### src/rtl/mux4_rr_arbiter.sv
// Round-robin arbiter that funnels four valid/ready producers through one shared
// 4:1 mux into a single registered output stage.
module mux4_rr_arbiter #(
    parameter int W = 32
) (
    input  logic         clk,
    input  logic         rst_n,
    input  logic [3:0]   in_valid,
    input  logic [W-1:0] in_data0,
    input  logic [W-1:0] in_data1,
    input  logic [W-1:0] in_data2,
    input  logic [W-1:0] in_data3,
    output logic [3:0]   in_ready,
    output logic [1:0]   sel,
    output logic         out_valid,
    output logic [W-1:0] out_data,
    input  logic         out_ready
);

    // Handshake: a word moves on any rising edge where valid and ready are both
    // high; in_ready is one-hot and depends combinationally on out_ready.
    logic         r_out_valid;
    logic [W-1:0] r_out_data;
    logic [1:0]   r_last;

    logic [1:0]   w_winner;
    logic [1:0]   w_cand;
    logic         w_found;
    logic         w_can_accept;
    logic         w_accept;
    logic [W-1:0] w_mux;

    // Scan from the requester after the last winner; with no request the
    // winner defaults to last+1 so sel is always defined.
    always_comb begin
        w_winner = r_last + 2'd1;
        w_found  = 1'b0;
        w_cand   = 2'd0;
        for (int k = 1; k <= 4; k++) begin
            w_cand = r_last + 2'(k);
            if (!w_found && in_valid[w_cand]) begin
                w_winner = w_cand;
                w_found  = 1'b1;
            end
        end
    end

    always_comb begin
        case (w_winner)
            2'd0:    w_mux = in_data0;
            2'd1:    w_mux = in_data1;
            2'd2:    w_mux = in_data2;
            default: w_mux = in_data3;
        endcase
    end

    assign w_can_accept = !r_out_valid || out_ready;
    assign w_accept     = rst_n && w_can_accept && (|in_valid);

    assign in_ready  = w_accept ? (4'b0001 << w_winner) : 4'b0000;
    assign sel       = w_winner;
    assign out_valid = r_out_valid;
    assign out_data  = r_out_data;

    always_ff @(posedge clk) begin
        if (!rst_n) begin
            r_out_valid <= 1'b0;
            r_out_data  <= '0;
            r_last      <= 2'd3;
        end else if (w_accept) begin
            r_out_valid <= 1'b1;
            r_out_data  <= w_mux;
            r_last      <= w_winner;
        end else if (out_ready) begin
            r_out_valid <= 1'b0;
        end
    end

endmodule

### config.mk
export PLATFORM = sky130hd
export DESIGN_NAME = mux4_rr_arbiter
export DESIGN_NICKNAME = d
export VERILOG_FILES = /design/src/rtl/mux4_rr_arbiter.sv
export SDC_FILE = /design/constraint.sdc
export NUM_CORES = 1
export LEC_CHECK = 0
export BUFFER_PORTS_ARGS = -buffer_cell sky130_fd_sc_hd__buf_2
export CORE_UTILIZATION = 42
export CTS_CLUSTER_SIZE = 25
export DETAILED_ROUTE_END_ITERATION = 10
export PLACE_DENSITY = 0.86
export SLEW_MARGIN = 20
export SYNTH_ARGS = -nofsm -noshare
export SYNTH_HDL_FRONTEND = slang
export SYNTH_SLANG_ARGS = --single-unit
### constraint.sdc
create_clock -name clk -period 1.82 [get_ports clk]
set_input_delay 0 -clock clk [delete_from_list [all_inputs] [get_ports clk]]
set_output_delay 0 -clock clk [all_outputs]
set_load 0.01 [all_outputs]
======== After elaboration in Yosys (flattened, before gate mapping) ========
Index checks and enable logic that the tools add are counted.
storage, ports and cells
  register bits ........................... 35
  output and inout port bits .............. 39
cells by class
  eq/ne operators ......................... 2
  mux-type cells .......................... 18
  reduce and logical (&&, ||, !) cells .... 13
  shift operators ......................... 1
  magnitude comparators ................... 4
  $add $sub $neg .......................... 3
operators by type and width
  kind                                                         count
  one-hot mux 32 bit (3 select lines)                          1
  less-than comparator 2 x 3 -> 1 bit (second input constant)  4
  two-way mux 1 bit                                            9
  binary-select mux 1 bit (select 2 bit)                       4
  two-way mux 2 bit                                            3
  logical AND 1 bit                                            5
  adder 2 bit (second input constant)                          2
  zero test 1 bit                                              4
  two-way mux 4 bit                                            1
  OR reduction 4 bit                                           1
  << shifter 1 x 2 -> 4 bit (first input constant)             1
  adder 2 x 1 -> 2 bit (second input constant)                 1
  == test 2 x 1 -> 1 bit (second input constant)               1
  == test 2 bit (second input constant)                        1
  zero test 2 bit                                              1
  nonzero test 2 bit                                           1
  logical OR 1 bit                                             1

======== Logic depth before layout (Yosys ltp) ========
  depth after elaboration ................. 15
  depth in mapped cells ................... 7
  depth with buffers taken out ............ 6

======== Worst setup path after synthesis ========
OpenSTA, ideal clock, no wires.
  path kind ............................... register to output
  from .................................... register r_last[0]
  to ...................................... output in_ready[0]
  stages on the path, launching flop included .. 7
  slack ................................... 0.203 ns
  arrival time ............................ 1.617 ns
  required time ........................... 1.820 ns
  buffers on the path ..................... 1
  path through ............................ dfxtp_1 > nor3b_2 > nor3_2 > nor3_4 > buf_6 > inv_1 > nor3_1
on the way
  word-level cells in the longest chain between the ends .. 15
  elaborated cells between the ends (all ways) .. 25
ends and longest elaborated chain
  what                                     line    source
  from (decl)                              24      logic [1:0] r_last;
  from (signal assigned)                   73      r_last <= w_winner;
  adder 2 x 1 -> 2 bit                     36, 40
  binary-select mux 1 bit (select 2 bit)   41      if (!w_found && in_valid[w_cand]) begin
  two-way mux 1 bit (not written as such)  41
  two-way mux 1 bit                        41
  zero test 1 bit                          41
  logical AND 1 bit                        41
  two-way mux 1 bit                        41
  zero test 1 bit                          41
  logical AND 1 bit                        41
  two-way mux 1 bit                        41
  zero test 1 bit                          41
  logical AND 1 bit                        41
  two-way mux 2 bit *                      41
  named net sel[0]                         14      output logic [1:0] sel,
  << shifter 1 x 2 -> 4 bit *              60      assign in_ready = w_accept ? (4'b0001 << w_winner) : 4'b0000;
  two-way mux 4 bit *                      60
  to (decl)                                13      output logic [3:0] in_ready,
Mark *: on every way through the listed nets, which the timed path passes. The rest lies on a longest branch. The select of a mux whose other input is x is not followed.

======== Final worst setup path ========
  from .................................... register r_last[1]
  to ...................................... output in_ready[0]
on the way
  word-level cells in the longest chain between the ends .. 15
  elaborated cells between the ends (all ways) .. 25
ends and longest elaborated chain
  what                                     line
  adder 2 x 1 -> 2 bit                     36, 40
  binary-select mux 1 bit (select 2 bit)   41
  two-way mux 1 bit (not written as such)  41
  two-way mux 1 bit                        41
  zero test 1 bit                          41
  logical AND 1 bit                        41
  two-way mux 1 bit                        41
  zero test 1 bit                          41
  logical AND 1 bit                        41
  two-way mux 1 bit                        41
  zero test 1 bit                          41
  logical AND 1 bit                        41
  two-way mux 2 bit *                      41
  << shifter 1 x 2 -> 4 bit *              60
  two-way mux 4 bit *                      60
Mark *: on every way between the ends. The rest lies on a longest branch, timed or not. The select of a mux whose other input is x is not followed.

==> flow_summary.toml <==
[run_status]
violations = "setup timing"
status = "finished with violations"

[worst_setup_path]
worstSetupEndpointType = "primary output"
cp_max_fo = 10
reg2reg_from = "r_last[0]$_SDFFE_PN1P_"
setup.worst_path.start = "r_last[1]$_SDFFE_PN1P_"
ff2ff_setup_slack_ns = 0.07
cp.arrival_ns = 1.82
worstSetupPathType = "reg -> out"
start_kind = "flip-flop"
r2r_cells = 5
rr_endpoint = "out_data[16]$_SDFFE_PN0P_"
crit_required_ns = 1.82

[sta]
slew_viol_final = 0
hold_viol = 0
finalCritPeriodShare_pct = 100
timing.fmax_ghz = 0.548
slew_headroom_pct = 76.1
worst_pin_slew_ns = 0.356
rsz0062_at_grt = "true"
setup_viol = 1
skew_ns = 0.00728
fin_crit_ns = 1.82
setup_slack_ns = -0.00322

[routing]
final_antenna_net_count = 0
vias = 3107
wl_um = 9020
drc_errors = 0
dr.pass1.iters = 4
drtIter0Drc = 164
wl_per_cell_um = 17.0
routed_via_density = 5.85

[logic_synthesis]
async_reset_ff_share_pct = 0
syn_area_um2 = 2460
synth_nets = 399
syn_inst = 264
synth_edf_count = 0
ys_types = 32
ys_seq_area_share_pct = 28.5
synth_flop_cell = "dfxtp_1"
synth-seq-cells = 35
yosys_warnings = 0
syn_avg_cell_area_um2 = 9.31

[placement]
routabilityCongestion = 0.814
place.detailed.hpwl_um = 6330
dp.cells = 502
io_buffers = 173
post_dp_cell_area_um2 = 3410

[worst_hold_path]
worstHoldStart = "in_data0[14]"
whs_path_depth = 3
min_to = "out_data[14]$_SDFFE_PN0P_"
hold_class = "in -> reg"

[power]
ir_drop_mv = 0.482
p_leak_nw = 1.72
power.density_nw_per_um2 = 788

[global_routing]
track_usage_pct = 27.2
antenna_found_initial = 0
grt_pass1_vias = 2947
grt_start_max_net_pins = 33
gr-total-overflow = 0
grt_first_pass_wirelength_um = 13300

[clock_tree]
clkSinkCount = 35
cts_buffers = 5
cts_tree = "done"
clk-insertion-delay-late_ns = 0.29
cts-root-buf = "clkbuf_8"
cts_buffer_depth = 2
cts_htree_levels = 2
cts.clk_slew.worst_paths_ns = 0.08

[layout]
drive_above_1_share_pct = 59.5
instances_no_fill = 531
fill_cells = 461
num_antenna_cells = 0
final_cell_area_um2 = 3740
synthToLayoutAreaGrowth_pct = 52.2
nNetsFinal = 593

[floorplan]
die-width_um = 78.5
start_util_pct = 44.1
die_y_um = 78.5
num_rows = 27
core_area_um2 = 5570
ios = 174
die-area_um2 = 6160

[job]
max-cap-violations = 0
==> report_power, final <==
part	switching [mW]	internal (mW)
clock network	0.289	0.269
registers	0.0707	0.892
logic	0.728	0.698
==> cell usage in the layout (no fill, tap or decap), types with 3 or more instances in the layout <==
master / count
a211oi_1: 6
a211oi_2: 27
buf_12: 3
buf_2: 173
buf_4: 35
clkbuf_8: 5
dfxtp_1: 33
inv_1: 4
nand2_1: 35
nor2_1: 4
nor3_1: 4
o22ai_1: 32
o31a_1: 32
o31ai_1: 21
o31ai_2: 11
==> per-stage QoR <==
stage	utilization [%]	hold WS (ns)	power, mW	setup TNS, ns	setup WS (ns)
after floorplan	-	0.0619	1.78	0	0.203
after global placement	61.2	0.199	2.17	-2.12	-0.0861
after detailed placement	61.2	0.213	2.20	-3.21	-0.148
after CTS	65.6	0.0304	2.87	0	0.0142
after global routing	67.1	0.0345	3.10	-0.0927	-0.0630
final	67.1	0.0308	2.95	-0.00322	-0.00322
==> worst max-delay path: stages, from the launching register on <==
cell	delay (ns)
dfxtp_4	0.37
xor2_1	0.16
o21a_1	0.10
or3_4	0.40
buf_12	0.16
nor3_1	0.19
buf_2	0.16
==> synth_stat cells (2+ instances only) <==
cell type,instances,area [um2]
a211oi_1,6,45.0
a211oi_2,27,338
a21oi_2,2,17.5
a31oi_1,2,12.5
buf_2,7,35.0
buf_6,13,146
clkbuf_1,8,30.0
dfxtp_1,35,701
inv_1,4,15.0
nand2_1,35,131
nand2b_1,3,18.8
nor2_1,5,18.8
nor3_1,5,25.0
o22ai_1,32,200
o31a_1,32,280
o31ai_1,21,158
o31ai_2,11,138
or2b_1,2,15.0
==> cell families after synthesis <==
logic type / Yosys count / share of synthesized area [%]
AND/OR/NAND/NOR: 56 / 11.0
multiplexers: 1 / 0.407
XOR/XNOR: 1 / 0.356
flip-flops: 35 / 28.5
AO/OA/AOI/OAI: 139 / 50.5
buffers and inverters: 32 / 9.22
==> routing by layer <==
metal	global-route usage, %	share of wire [%]	vias up
met5	0	0	-
met4	12.0	1.8	0
met3	5.70	7.9	18
met2	50.1	52	189
met1	29.7	38	1451
li1	-	-	1449
==> final cells by class <==
class	count	area, um2	area share, %
inverter	4	15.0	0.401
tap	72	90.1	2.41
multi-input combinational	198	1600	42.9
timing repair buffer	214	1240	33.2
clock buffer	7	76.3	2.04
clock inverter	1	5.00	0.134
sequential	35	708	18.9
==> worst max-delay path by stage <==
stage,end,slack [ns],cells after the start
CTS,in_ready[0],0.01,6
global route,in_ready[0],-0.06,6
finish,in_ready[0],-0.003,6
floorplan,in_ready[0],0.20,6
detailed placement,out_data[16]$_SDFFE_PN0P_,-0.15,5
global placement,out_data[26]$_SDFFE_PN0P_,-0.09,6
==> registers in the layout (all words and copies together), names as in the netlist <==
signal	flops
out_data	32
r_last	2
out_valid	1
==> repair_timing <==
action                                  in CTS  in global routing
setup buffers                               11                  7
hold buffers                                 1                  0
pin swaps                                    3                  4
endpoints found under the hold margin        2                  0
gates resized for setup                     10                  5
endpoints found under the setup margin      38                 26
cloned                                       1                  1
Note: power is estimated with default switching activity, not from simulation.
